===== config.mk =====
export PLATFORM = sky130hd
export DESIGN_NAME = lag_input_buffer
export DESIGN_NICKNAME = d
export VERILOG_FILES = /design/src/rtl/lag_input_buffer_pkg.sv /design/src/rtl/lag_wrap_ptr.sv /design/src/rtl/lag_input_buffer.sv
export SDC_FILE = /design/constraint.sdc
export NUM_CORES = 1
export LEC_CHECK = 0
export CAP_MARGIN = 25
export CORE_MARGIN = 1.5
export CORE_UTILIZATION = 49
export CTS_CLUSTER_DIAMETER = 80
export DETAILED_ROUTE_END_ITERATION = 6
export HOLD_SLACK_MARGIN = 0.02
export PLACE_DENSITY_LB_ADDON = 0.2
export SKIP_LAST_GASP = 1
export SLEW_MARGIN = 30
export SYNTH_ARGS = -nofsm -noshare
export SYNTH_HDL_FRONTEND = slang
export SYNTH_SLANG_ARGS = --single-unit

===== constraint.sdc =====
create_clock -name clk -period 2.31 [get_ports clk]
set_clock_uncertainty 0.2 [all_clocks]
set_input_delay 0.5775 -clock clk [delete_from_list [all_inputs] [get_ports clk]]
set_output_delay 0.5775 -clock clk [all_outputs]
set_load 0.05 [all_outputs]

===== src/rtl/lag_input_buffer_pkg.sv =====
// Shared flit definitions for the router datapath and its credit logic.
// DEFAULT_DEPTH is also the sender's initial credit count, so both ends agree.
package lag_input_buffer_pkg;

    localparam int DATA_W        = 32;
    localparam int DEFAULT_DEPTH = 4;

    typedef struct packed {
        logic valid;
        logic tail;
    } flit_ctrl_t;

    typedef struct packed {
        flit_ctrl_t              control;
        logic [DATA_W-1:0]       data;
    } flit_t;

endpackage


===== src/rtl/lag_wrap_ptr.sv =====
// Modulo-depth pointer with increment enable; wraps by explicit compare so
// any depth >= 2 works, not only powers of two.
module lag_wrap_ptr #(
    parameter  int depth = 4,
    localparam int ptr_w = $clog2(depth)
) (
    input  logic             clk,
    input  logic             rst_n,
    input  logic             inc,
    output logic [ptr_w-1:0] ptr
);

    localparam logic [ptr_w-1:0] LAST = ptr_w'(depth - 1);

    // NOTE: sequential state uses non-blocking assignments so every flop
    // samples pre-edge values regardless of block evaluation order.
    always_ff @(posedge clk or negedge rst_n) begin
        if (!rst_n) begin
            ptr <= '0;
        end else if (inc) begin
            ptr <= (ptr == LAST) ? '0 : ptr + ptr_w'(1);
        end
    end

endmodule


===== src/rtl/lag_input_buffer.sv =====
// Receive-side flit FIFO for one router input port; returns one credit per pop.
// No ready toward the channel: the upstream sender only transmits with a credit.
module lag_input_buffer
    import lag_input_buffer_pkg::*;
#(
    parameter  int depth = DEFAULT_DEPTH,
    localparam int cnt_w = $clog2(depth + 1)
) (
    input  logic             clk,
    input  logic             rst_n,
    input  flit_t            data_in,
    output flit_t            data_out,
    output logic             out_valid,
    input  logic             deq,
    output logic             credit_out,
    output logic [cnt_w-1:0] occupancy,
    output logic             overflow_err
);

    localparam int ptr_w = $clog2(depth);

    flit_t            mem [depth];
    logic [ptr_w-1:0] wr_ptr;
    logic [ptr_w-1:0] rd_ptr;
    logic             full;
    logic             do_deq;
    logic             do_wr;
    logic             bad_wr;

    assign full      = (occupancy == cnt_w'(depth));
    assign out_valid = (occupancy != '0);
    assign do_deq    = deq && out_valid;
    // A full buffer still takes a flit when the head leaves in the same cycle.
    assign do_wr     = data_in.control.valid && (!full || do_deq);
    assign bad_wr    = data_in.control.valid && full && !do_deq;

    assign data_out  = out_valid ? mem[rd_ptr] : '0;

    lag_wrap_ptr #(.depth(depth)) u_wr_ptr (
        .clk   (clk),
        .rst_n (rst_n),
        .inc   (do_wr),
        .ptr   (wr_ptr)
    );

    lag_wrap_ptr #(.depth(depth)) u_rd_ptr (
        .clk   (clk),
        .rst_n (rst_n),
        .inc   (do_deq),
        .ptr   (rd_ptr)
    );

    // NOTE: the storage array has no reset; data_out is masked by out_valid,
    // so stale slot contents are never observable.
    always_ff @(posedge clk) begin
        if (do_wr) begin
            mem[wr_ptr] <= data_in;
        end
    end

    always_ff @(posedge clk or negedge rst_n) begin
        if (!rst_n) begin
            occupancy    <= '0;
            credit_out   <= 1'b0;
            overflow_err <= 1'b0;
        end else begin
            credit_out <= do_deq;
            if (bad_wr) begin
                overflow_err <= 1'b1;
            end
            case ({do_wr, do_deq})
                2'b10:   occupancy <= occupancy + cnt_w'(1);
                2'b01:   occupancy <= occupancy - cnt_w'(1);
                default: occupancy <= occupancy;
            endcase
        end
    end

endmodule

==> Word level (Yosys, flattened, before mapping) <==
Memories as Yosys holds them, arrays and structs flattened.
Index checks and enable logic that the tools add are counted.
{ "totals": {"rom_bits": 0, "n_memories": 1, "latch_bits": 0, "out_inout_bits": 40, "reg_bits": 9, "elab_cells": 30, "ramBits": 136, "input_bits": 37} }
{ "memory_table": {"columns": ["memory", "depth", "word_bits", "rd", "rd_clocked_by_memory_dff", "write_ports", "line", "source"], "rows": [
  ["mem", 4, 34, 1, 0, 1, "lag_input_buffer.sv:22", "flit_t mem [depth];"]
]} }
{ "classes": {"div": 0, "n_addsub": 4, "n_mul": 0, "mux": 6, "n_lt_le_gt_ge": 0, "shift": 0, "bitwise": 0, "n_eq_ne": 5, "n_reduce_logical": 9} }
{ "op_table": {"columns": ["op", "n"], "rows": [
  ["34-bit 2-to-1 mux", 1],
  ["2-bit equality test (second input constant)", 3],
  ["3-bit case mux with 2 select lines", 1],
  ["2-bit by 1-bit adder with 2-bit output (second input constant)", 2],
  ["1-bit logical AND", 4],
  ["2-bit 2-to-1 mux", 2],
  ["3-bit by 1-bit adder with 3-bit output (second input constant)", 1],
  ["3-bit equality test (second input constant)", 1],
  ["3-bit nonzero test", 1],
  ["3-bit by 1-bit subtractor with 3-bit output (second input constant)", 1],
  ["2-bit by 1-bit equality test with 1-bit output (second input constant)", 1],
  ["1-bit zero test", 2],
  ["1-bit 2-to-1 mux", 2],
  ["2-bit nonzero test", 1],
  ["1-bit logical OR", 1]
]} }

==> Longest topological paths before layout <==
Gate-level depths: netlist of run 1.
{ "depth": {"ltp_word": 6, "ltp_mapped": 8, "depth_no_buf": 6} }

==> Hierarchy <==
Synthesis of run 1 repeated with hierarchy kept, for this count alone.
{ "hier_totals": {"hier_cells": 271, "hier_area_um2": 5766.8} }
{ "by_module_without_submodules": {"columns": ["module", "instances", "cells_each", "area_per_inst_um2", "seq_area_each_um2"], "rows": [
  ["lag_input_buffer", 1, 259, 5589.1, 4209.0],
  ["lag_wrap_ptr", 2, 6, 88.8, 50.0]
]} }

==> Least setup slack after synthesis of run 1 <==
No wires, ideal clock.
{ "synth_timing": {"path_kind": "flip-flop to flip-flop", "from": "reg occupancy[0]", "to": "mem mem[3][0] (netlist name), enable pin", "required_ns": 1.716, "period_less_slack_ns": 2.649, "setup_ns": 0.394, "path_slack_ns": -0.339, "stages_incl_launch_ff": 4, "arrival_ns": 2.055, "cell_sequence": "dfrtp_1 nor2_1 a21boi_1 and2_1"} }
{ "synth_via": {"elab_chain_len": 6, "elab_cells_between_ends": 8, "classes_between": "1 x eq/ne; 2 x mux; 5 x reduce/logical"} }
{ "synth_lines": {"columns": ["element", "line", "source"], "rows": [
  ["start: declaration", "lag_input_buffer.sv:16", "output logic [cnt_w-1:0] occupancy,"],
  ["start signal: assignment", "lag_input_buffer.sv:72", "2'b10: occupancy <= occupancy + cnt_w'(1);"],
  ["start signal: assignment", "lag_input_buffer.sv:73", "2'b01: occupancy <= occupancy - cnt_w'(1);"],
  ["start signal: assignment", "lag_input_buffer.sv:74", "default: occupancy <= occupancy;"],
  ["3-bit equality test / 3-bit nonzero test (equally long branches)", "lag_input_buffer.sv:30, lag_input_buffer.sv:31", null],
  ["1-bit zero test / 1-bit logical AND (equally long branches)", "lag_input_buffer.sv:34, lag_input_buffer.sv:32", null],
  ["1-bit logical OR (*)", "lag_input_buffer.sv:34", "assign do_wr = data_in.control.valid && (!full || do_deq);"],
  ["1-bit logical AND (*)", "lag_input_buffer.sv:34", null],
  ["1-bit 2-to-1 mux (*)", "lag_input_buffer.sv:56", "if (do_wr) begin"],
  ["1-bit 2-to-1 mux (not written as such) (*)", "lag_input_buffer.sv:57", "mem[wr_ptr] <= data_in;"],
  ["end: declaration", "lag_input_buffer.sv:22", null]
]} }
Every way passes the cells marked *; elsewhere a longest branch is shown, timed or not.

==> results of run 1 <==
## cell families (layout without fill, tap and decap cells)
group / after synthesis / count (layout) / share of synthesized area, %
muxes: 39 / 39 / 14.4
DFF: 145 / 145 / 74.9
xor gates and xnor gates: 2 / 2 / 0.305
buffers and inverters: 19 / 145 / 2.07
AOI/OAI and AO/OA: 11 / 11 / 1.46
and+or+nand+nor: 50 / 50 / 5.42
adders and majority gates: 6 / 6 / 1.44
## flip-flops by register name, indices dropped and copies added (netlist names)
name          flops
u_rd_ptr.ptr      2
u_wr_ptr.ptr      2
occupancy         3
mem             136
overflow_err      1
credit_out        1
## critical path: stages (launching register included)
cell and delay (ps):
dfrtp_2 460, buf_8 190, mux4_2 520, and2_4 180, buf_12 140
## path summary, 6_finish.rpt
| path | from | endpoint | slack [ps] | cells past startpoint |
|---|---|---|---|---|
| min | overflow_err$_DFFE_PN0P_ | overflow_err$_DFFE_PN0P_ | 260 | 1 |
| max in group asynchronous | rst_n | occupancy[1]$_DFFE_PN0P_ | 1250 | 1 |
| min reg2reg | overflow_err$_DFFE_PN0P_ | overflow_err$_DFFE_PN0P_ | 260 | 1 |
| min in group asynchronous | rst_n | overflow_err$_DFFE_PN0P_ | 300 | 1 |
| max | u_rd_ptr.ptr[0]$_DFFE_PN0N_ | data_out[20] | -370 | 4 |
| max reg2reg | occupancy[0]$_DFFE_PN0P_ | occupancy[1]$_DFFE_PN0P_ | 120 | 7 |
## cells in the final DEF, fill, tap and decap left out, drive strengths merged, types with 2 or more instances in the layout
master / synthesis / layout
clkbuf: 0 / 18
clkinv: 0 / 7
edfxtp: 136 / 136
mux2: 4 / 4
clkdlybuf4s50: 0 / 36
buf: 12 / 71
nand3b: 2 / 2
and2: 39 / 39
inv: 5 / 6
nor2b: 2 / 2
bufinv: 0 / 2
o211ai: 2 / 2
dlygate4sd2: 0 / 2
clkinvlp: 0 / 3
mux4: 34 / 34
dfrtp: 9 / 9
ha: 5 / 5
nor2: 3 / 3
## where the power goes
part / internal (mW) / leakage [nW] / switching [mW] / total [mW]
registers: 3.48 / 1.35 / 0.167 / 3.64
clock network: 1.58 / 0.270 / 0.996 / 2.58
logic: 3.73 / 1.24 / 3.60 / 7.33
## area by class of cell
| type | count | area share [%] |
|---|---|---|
| Inverter | 5 | 0.235 |
| Multi-Input combinational cell | 108 | 17.7 |
| Clock buffer | 18 | 5.36 |
| Tap cell | 143 | 2.24 |
| Sequential cell | 145 | 53.9 |
| Clock inverter | 13 | 1.75 |
| Timing Repair Buffer | 109 | 18.8 |
## routing by layer
layer,up-vias,wire [um],GRT usage [%]
li1,1318,-,-
met1,1491,4220,24.6
met2,100,5760,30.8
met3,6,616,5.50
met4,0,75,5.32
met5,-,0,0
## timing repair
item	4_1_cts	5_1_grt
cloned	2	0
resized for setup	42	6
endpoints found under the setup margin	37	35
pin swaps	0	5
buffers inserted	6	0
==> reports/qor.csv, run 1 <==
stage,metric,value,unit
run_status,status,"complete, but fails checks",
run_status,failing checks,setup timing,
yosys,sequential share of the synthesized area,74.9,%
sta,final setup margin,-370,ps
floorplanning,# rows,39,
yosys,number of flops mapped to enable cells by yosys,136,
final_layout,area grow syn2layout,39.1,%
yosys,ys async rst share,6.21,%
yosys,Synth Cell Area,5750,sq um
drt,vias per cell,5.39,
grt,first-pass GRT wire length,17000,um
power_and_ir_drop,Total Power,13.5,mW
setup_path,CP max FO,8,
final_layout,final instance area,8000,sq um
yosys,Main synth FF type,edfxtp_1,
sta,Tcrit/Tclk final,116,%
hold_path,Hold Crit Class,reg2reg,
yosys,Synth area leader,edfxtp_1,
floorplanning,io pins,77,
clock_tree,CTS Buf Count,17,
placement,pre-CTS setup slack,-269,ps
grt,initial antenna violation count,0,
sta,Setup Viol. Count Final,35,
setup_path,CP Capture Type,primary output,
yosys,Post-Synthesis Net Count,315,
drt,detailed-route wire length per cell,19.7,um
floorplanning,Die W,111,um
drt,TritonRoute pass-1 iters,5,
sta,RSZ-0062 raised after global routing,true,
power_and_ir_drop,pwr dens,1690,nW/um^2
yosys,Synth top area share,71.0,%
drt,DRT iter0 DRCs,172,
grt,GRT overflow,0,
placement,routability cong.,0.733,
sta,Tightest Pin Transition,485,ps
sta,max_slew headroom,67.6,%
yosys,Mapped Cells,272,
placement,placed cells,507,
placement,port bufs,76,
yosys,Unique masters post-synth,35,
setup_path,CP arrival,1900,ps
clock_tree,Worst-path clk slew,60,ps
yosys,syn_area_per_cell,21.1,sq um
clock_tree,H-tree depth,4,
power_and_ir_drop,leak pwr,2.86,nW
grt,vias in the first global route,3044,
final_layout,layout cells sized above 1,46.7,%
sta,Final Max Slew Viols,0,
setup_path,CP startpoint kind,flip-flop,
floorplanning,initial core utilization,50.4,%
sta,TNS Setup,-11840,ps
placement,DP Area,7350,sq um
final_layout,multi-input logic area,1410,sq um
setup_path,Crit Path Category,reg2out,
sta,final critical-path required period,2680,ps
placement,hpwl dp,6680,um
final_layout,Reg area,4320,sq um
clock_tree,Max clock buf depth,2,
yosys,Syn. warnings,0,
yosys,synthesized flop and latch total,145,
yosys,top-count cell post-synth,edfxtp_1,
final_layout,fill cell total of the finished layout,714,
floorplanning,die height,111,um
grt,pin count of the biggest net entering global routing,31,
drt,"wirelength, routed",10700,um
floorplanning,die area,12400,sq um
drt,Post-DRT Antenna Nets,0,
sta,Max Fclk,0.373,GHz
clock_tree,Root Buffer,clkbuf_16,
clock_tree,CTS tree,done,
sta,worst hold margin,262,ps
final_layout,ant diodes,0,
final_layout,fin nets,429,
drt,DRC violations left,0,
grt,gr usage total,18.7,%
yosys,Synth area leaders,"edfxtp_1 (71%), mux4_2 (13%), dfrtp_1 (3.9%)",
final_layout,Finished Core Util,70.1,%
flow_run,Max-Cap Viols,0,
floorplanning,core footprint,11400,sq um
final_layout,Final Non-Filler Cells,541,
clock_tree,CTS sink cnt,145,
clock_tree,worst skew pair latency,410,ps
sta,Fin. Hold Viols,0,
drt,via count,2915,
yosys,"top cells by count, synth","edfxtp_1 (136), and2_1 (34), mux4_2 (34)",
power_and_ir_drop,VDD IR-drop max,1220,uV
clock_tree,cts hold-fix bufs,0,
setup_path,required time of the critical path,1530,ps
(Power assumes the default switching activity.)
==> run 2, diff against run 1 <==
- PLACE_DENSITY: not set -> 0.75
- PLACE_DENSITY_LB_ADDON: 0.2 -> not set
==> reports/qor.csv, run 2 (synthesis results as in run 1) <==
stage,metric,value,unit,change
run_status,status,"complete, but fails checks",,
run_status,failing checks,setup timing,,
clock_tree,worst skew pair latency,420,ps,about the same
clock_tree,CTS Buf Count,17,,unchanged
final_layout,fill cell total of the finished layout,703,,-1.5%
power_and_ir_drop,VDD IR-drop max,1260,uV,+3.3%
final_layout,area grow syn2layout,41.1,%,
setup_path,RR Startpoint,occupancy[0]$_DFFE_PN0P_,,
final_layout,top flop regs,"mem x136, occupancy x3",,
hold_path,Hold Crit Class,in2async,,
power_and_ir_drop,sw frac,34.4,%,-0.78 points
final_layout,most frequent cells in the layout,"edfxtp_1 (136), buf_12 (47), clkdlybuf4s50_1 (36), mux4_2 (34), and2_4 (28)",,
grt,pin count of the biggest net entering global routing,26,,-16%
drt,DRC violations left,0,,unchanged
sta,Tightest Pin Transition,486,ps,+0.978 ps
setup_path,CP Capture Type,primary output,,
setup_path,Crit Path Category,reg2out,,
sta,final critical-path required period,2740,ps,+63.2 ps
floorplanning,Die W,111,um,unchanged
final_layout,layout cells sized above 1,47.6,%,+0.89 points
placement,routability cong.,0.735,,+0.19%
placement,port bufs,76,,unchanged
setup_path,Crit path largest cell delay,510,ps,about the same
power_and_ir_drop,switching power,4.79,mW,+0.64%
drt,detailed-route wire length per cell,20.9,um,+5.8%
floorplanning,core footprint,11400,sq um,unchanged
final_layout,Reg area,4320,sq um,unchanged
grt,vias in the first global route,3244,,+6.6%
clock_tree,CTS sink cnt,145,,unchanged
drt,Post-DRT Antenna Nets,0,,unchanged
clock_tree,Worst-path clk slew,60,ps,about the same
floorplanning,initial core utilization,50.4,%,unchanged
clock_tree,Root Buffer,clkbuf_16,,
final_layout,max reg flops,136,,unchanged
clock_tree,H-tree depth,4,,unchanged
grt,first-pass GRT wire length,18200,um,+7.0%
setup_path,r2r worst-path depth,7,,unchanged
drt,vias per cell,5.49,,+2.0%
sta,max_slew headroom,67.8,%,+0.16 points
power_and_ir_drop,pwr dens,1720,nW/um^2,+1.4%
final_layout,final instance area,8120,sq um,+1.5%
setup_path,CP max-delay cell,mux4_2,,
sta,RSZ-0062 raised after global routing,true,,
final_layout,ant diodes,0,,unchanged
drt,via count,2978,,+2.2%
power_and_ir_drop,sequential share of power,26.2,%,-0.7 points
power_and_ir_drop,internal power,9.15,mW,+4.2%
floorplanning,io pins,77,,unchanged
drt,TritonRoute pass-1 iters,4,,-1
final_layout,Finished Core Util,71.1,%,+1.0 points
sta,TNS Setup,-13740,ps,-1890 ps
grt,initial antenna violation count,0,,unchanged
drt,"wirelength, routed",11300,um,+6.0%
floorplanning,# rows,39,,unchanged
final_layout,"commonest non-fill, non-tap cell in the layout",edfxtp_1,,
power_and_ir_drop,Clock power frac,20.5,%,+1.5 points
sta,Final Max Slew Viols,0,,unchanged
floorplanning,die area,12400,sq um,unchanged
setup_path,CP cell instances,"buf_6, buf_12, mux4_2, and2_4, buf_12",,
sta,final setup margin,-433,ps,-63.2 ps
power_and_ir_drop,leak pwr,2.91,nW,+1.8%
clock_tree,Max clock buf depth,2,,unchanged
sta,Max Fclk,0.365,GHz,-2.3%
setup_path,CP max FO,6,,-2
placement,DP Area,7330,sq um,-0.31%
final_layout,multi-input logic area,1420,sq um,about the same
setup_path,Most common cell on crit path,buf_12,,
final_layout,Biggest register,mem,,
setup_path,required time of the critical path,1530,ps,about the same
final_layout,fin nets,429,,unchanged
clock_tree,CTS tree,done,,
drt,DRT iter0 DRCs,134,,-22%
setup_path,CP startpoint kind,flip-flop,,
setup_path,reg2reg setup slack,160,ps,+40 ps
grt,gr usage total,19.8,%,+1.2 points
floorplanning,die height,111,um,unchanged
sta,Fin. Hold Viols,0,,unchanged
sta,Tcrit/Tclk final,119,%,+2.7 points
flow_run,Max-Cap Viols,0,,unchanged
power_and_ir_drop,logic gate share of total power,53.3,%,-0.8 points
grt,GRT overflow,0,,unchanged
placement,hpwl dp,6940,um,+3.9%
setup_path,Worst R2R End,occupancy[1]$_DFFE_PN0P_,,
sta,Setup Viol. Count Final,35,,unchanged
setup_path,CP arrival,1970,ps,+70 ps
run 2: cell types whose count changed in the layout (fill, tap and decap cells not counted), sizes merged:
cell,delta
bufinv,+2
inv,-1
clkbuf,+3
clkinv,-2
clkinvlp,-1
run 2: power groups by stage:
stage / logic, mW / registers [mW] / clock network, mW
floorplan: 3.76 / 3.79 / 0
global placement: 6.97 / 3.66 / 0
detailed placement: 7.01 / 3.70 / 0
CTS: 7.46 / 3.64 / 2.92
global route: 7.76 / 3.69 / 3.01
finish: 7.43 / 3.65 / 2.87
run 2: worst max path at each step:
stage | start | to | depth (start not counted)
final | u_rd_ptr.ptr[0]$_DFFE_PN0N_ | data_out[33] | 5
after global routing | u_rd_ptr.ptr[0]$_DFFE_PN0N_ | data_out[21] | 5
after CTS | u_rd_ptr.ptr[0]$_DFFE_PN0N_ | data_out[33] | 5
after detailed placement | deq | occupancy[1]$_DFFE_PN0P_ | 7
after global placement | deq | occupancy[1]$_DFFE_PN0P_ | 7
after floorplan | occupancy[0]$_DFFE_PN0P_ | occupancy[1]$_DFFE_PN0P_ | 8
run 2: critical path: cells and delay by family (launching register included):
family / cells / cell delay [ps]
buffers and inverters: 3 / 420
muxes: 1 / 510
DFF: 1 / 440
and+or+nand+nor: 1 / 180
run 2: routing by layer:
layer | up-vias | part of all wire [%] | track usage (%)
met4 | 0 | 1.6 | 8.02
met5 | - | 0 | 0
met3 | 18 | 6.7 | 5.61
li1 | 1327 | - | -
met2 | 118 | 51 | 31.4
met1 | 1515 | 41 | 26.4
run 2: stage by stage:
stage	std cells	setup slack (ps)	total power, mW	hold WS, ps
after floorplan	272	-94.7	7.55	81.9
after global placement	504	-156	10.6	255
after detailed placement	504	-211	10.7	267
after CTS	540	-426	14.0	264
after global routing	542	-487	14.5	299
final	542	-433	13.9	265
run 2: layout make-up:
| type | count | area share (%) |
|---|---|---|
| sequential | 145 | 53.2 |
| timing repair buffer | 109 | 19.2 |
| multi-input combinational | 108 | 17.4 |
| clock buffer | 21 | 5.80 |
| tap | 143 | 2.20 |
| clock inverter | 11 | 1.97 |
| inverter | 5 | 0.231 |
run 2: what timing repair did:
action                                  CTS  global route
cloned                                    2             0
pin swaps                                 0             3
hold endpoints to repair                  0             0
hold buffers                              0             0
endpoints found under the setup margin   37            36
resized for setup                        30             7
buffers inserted                          3             2
==> run 3, diff against run 2 <==
- CTS_CLUSTER_DIAMETER: 80 -> 150
- HOLD_SLACK_MARGIN: 0.02 -> 0.15
==> results of run 3 <==
Same layout as run 2: the final DEF is identical, and so are final timing and power.
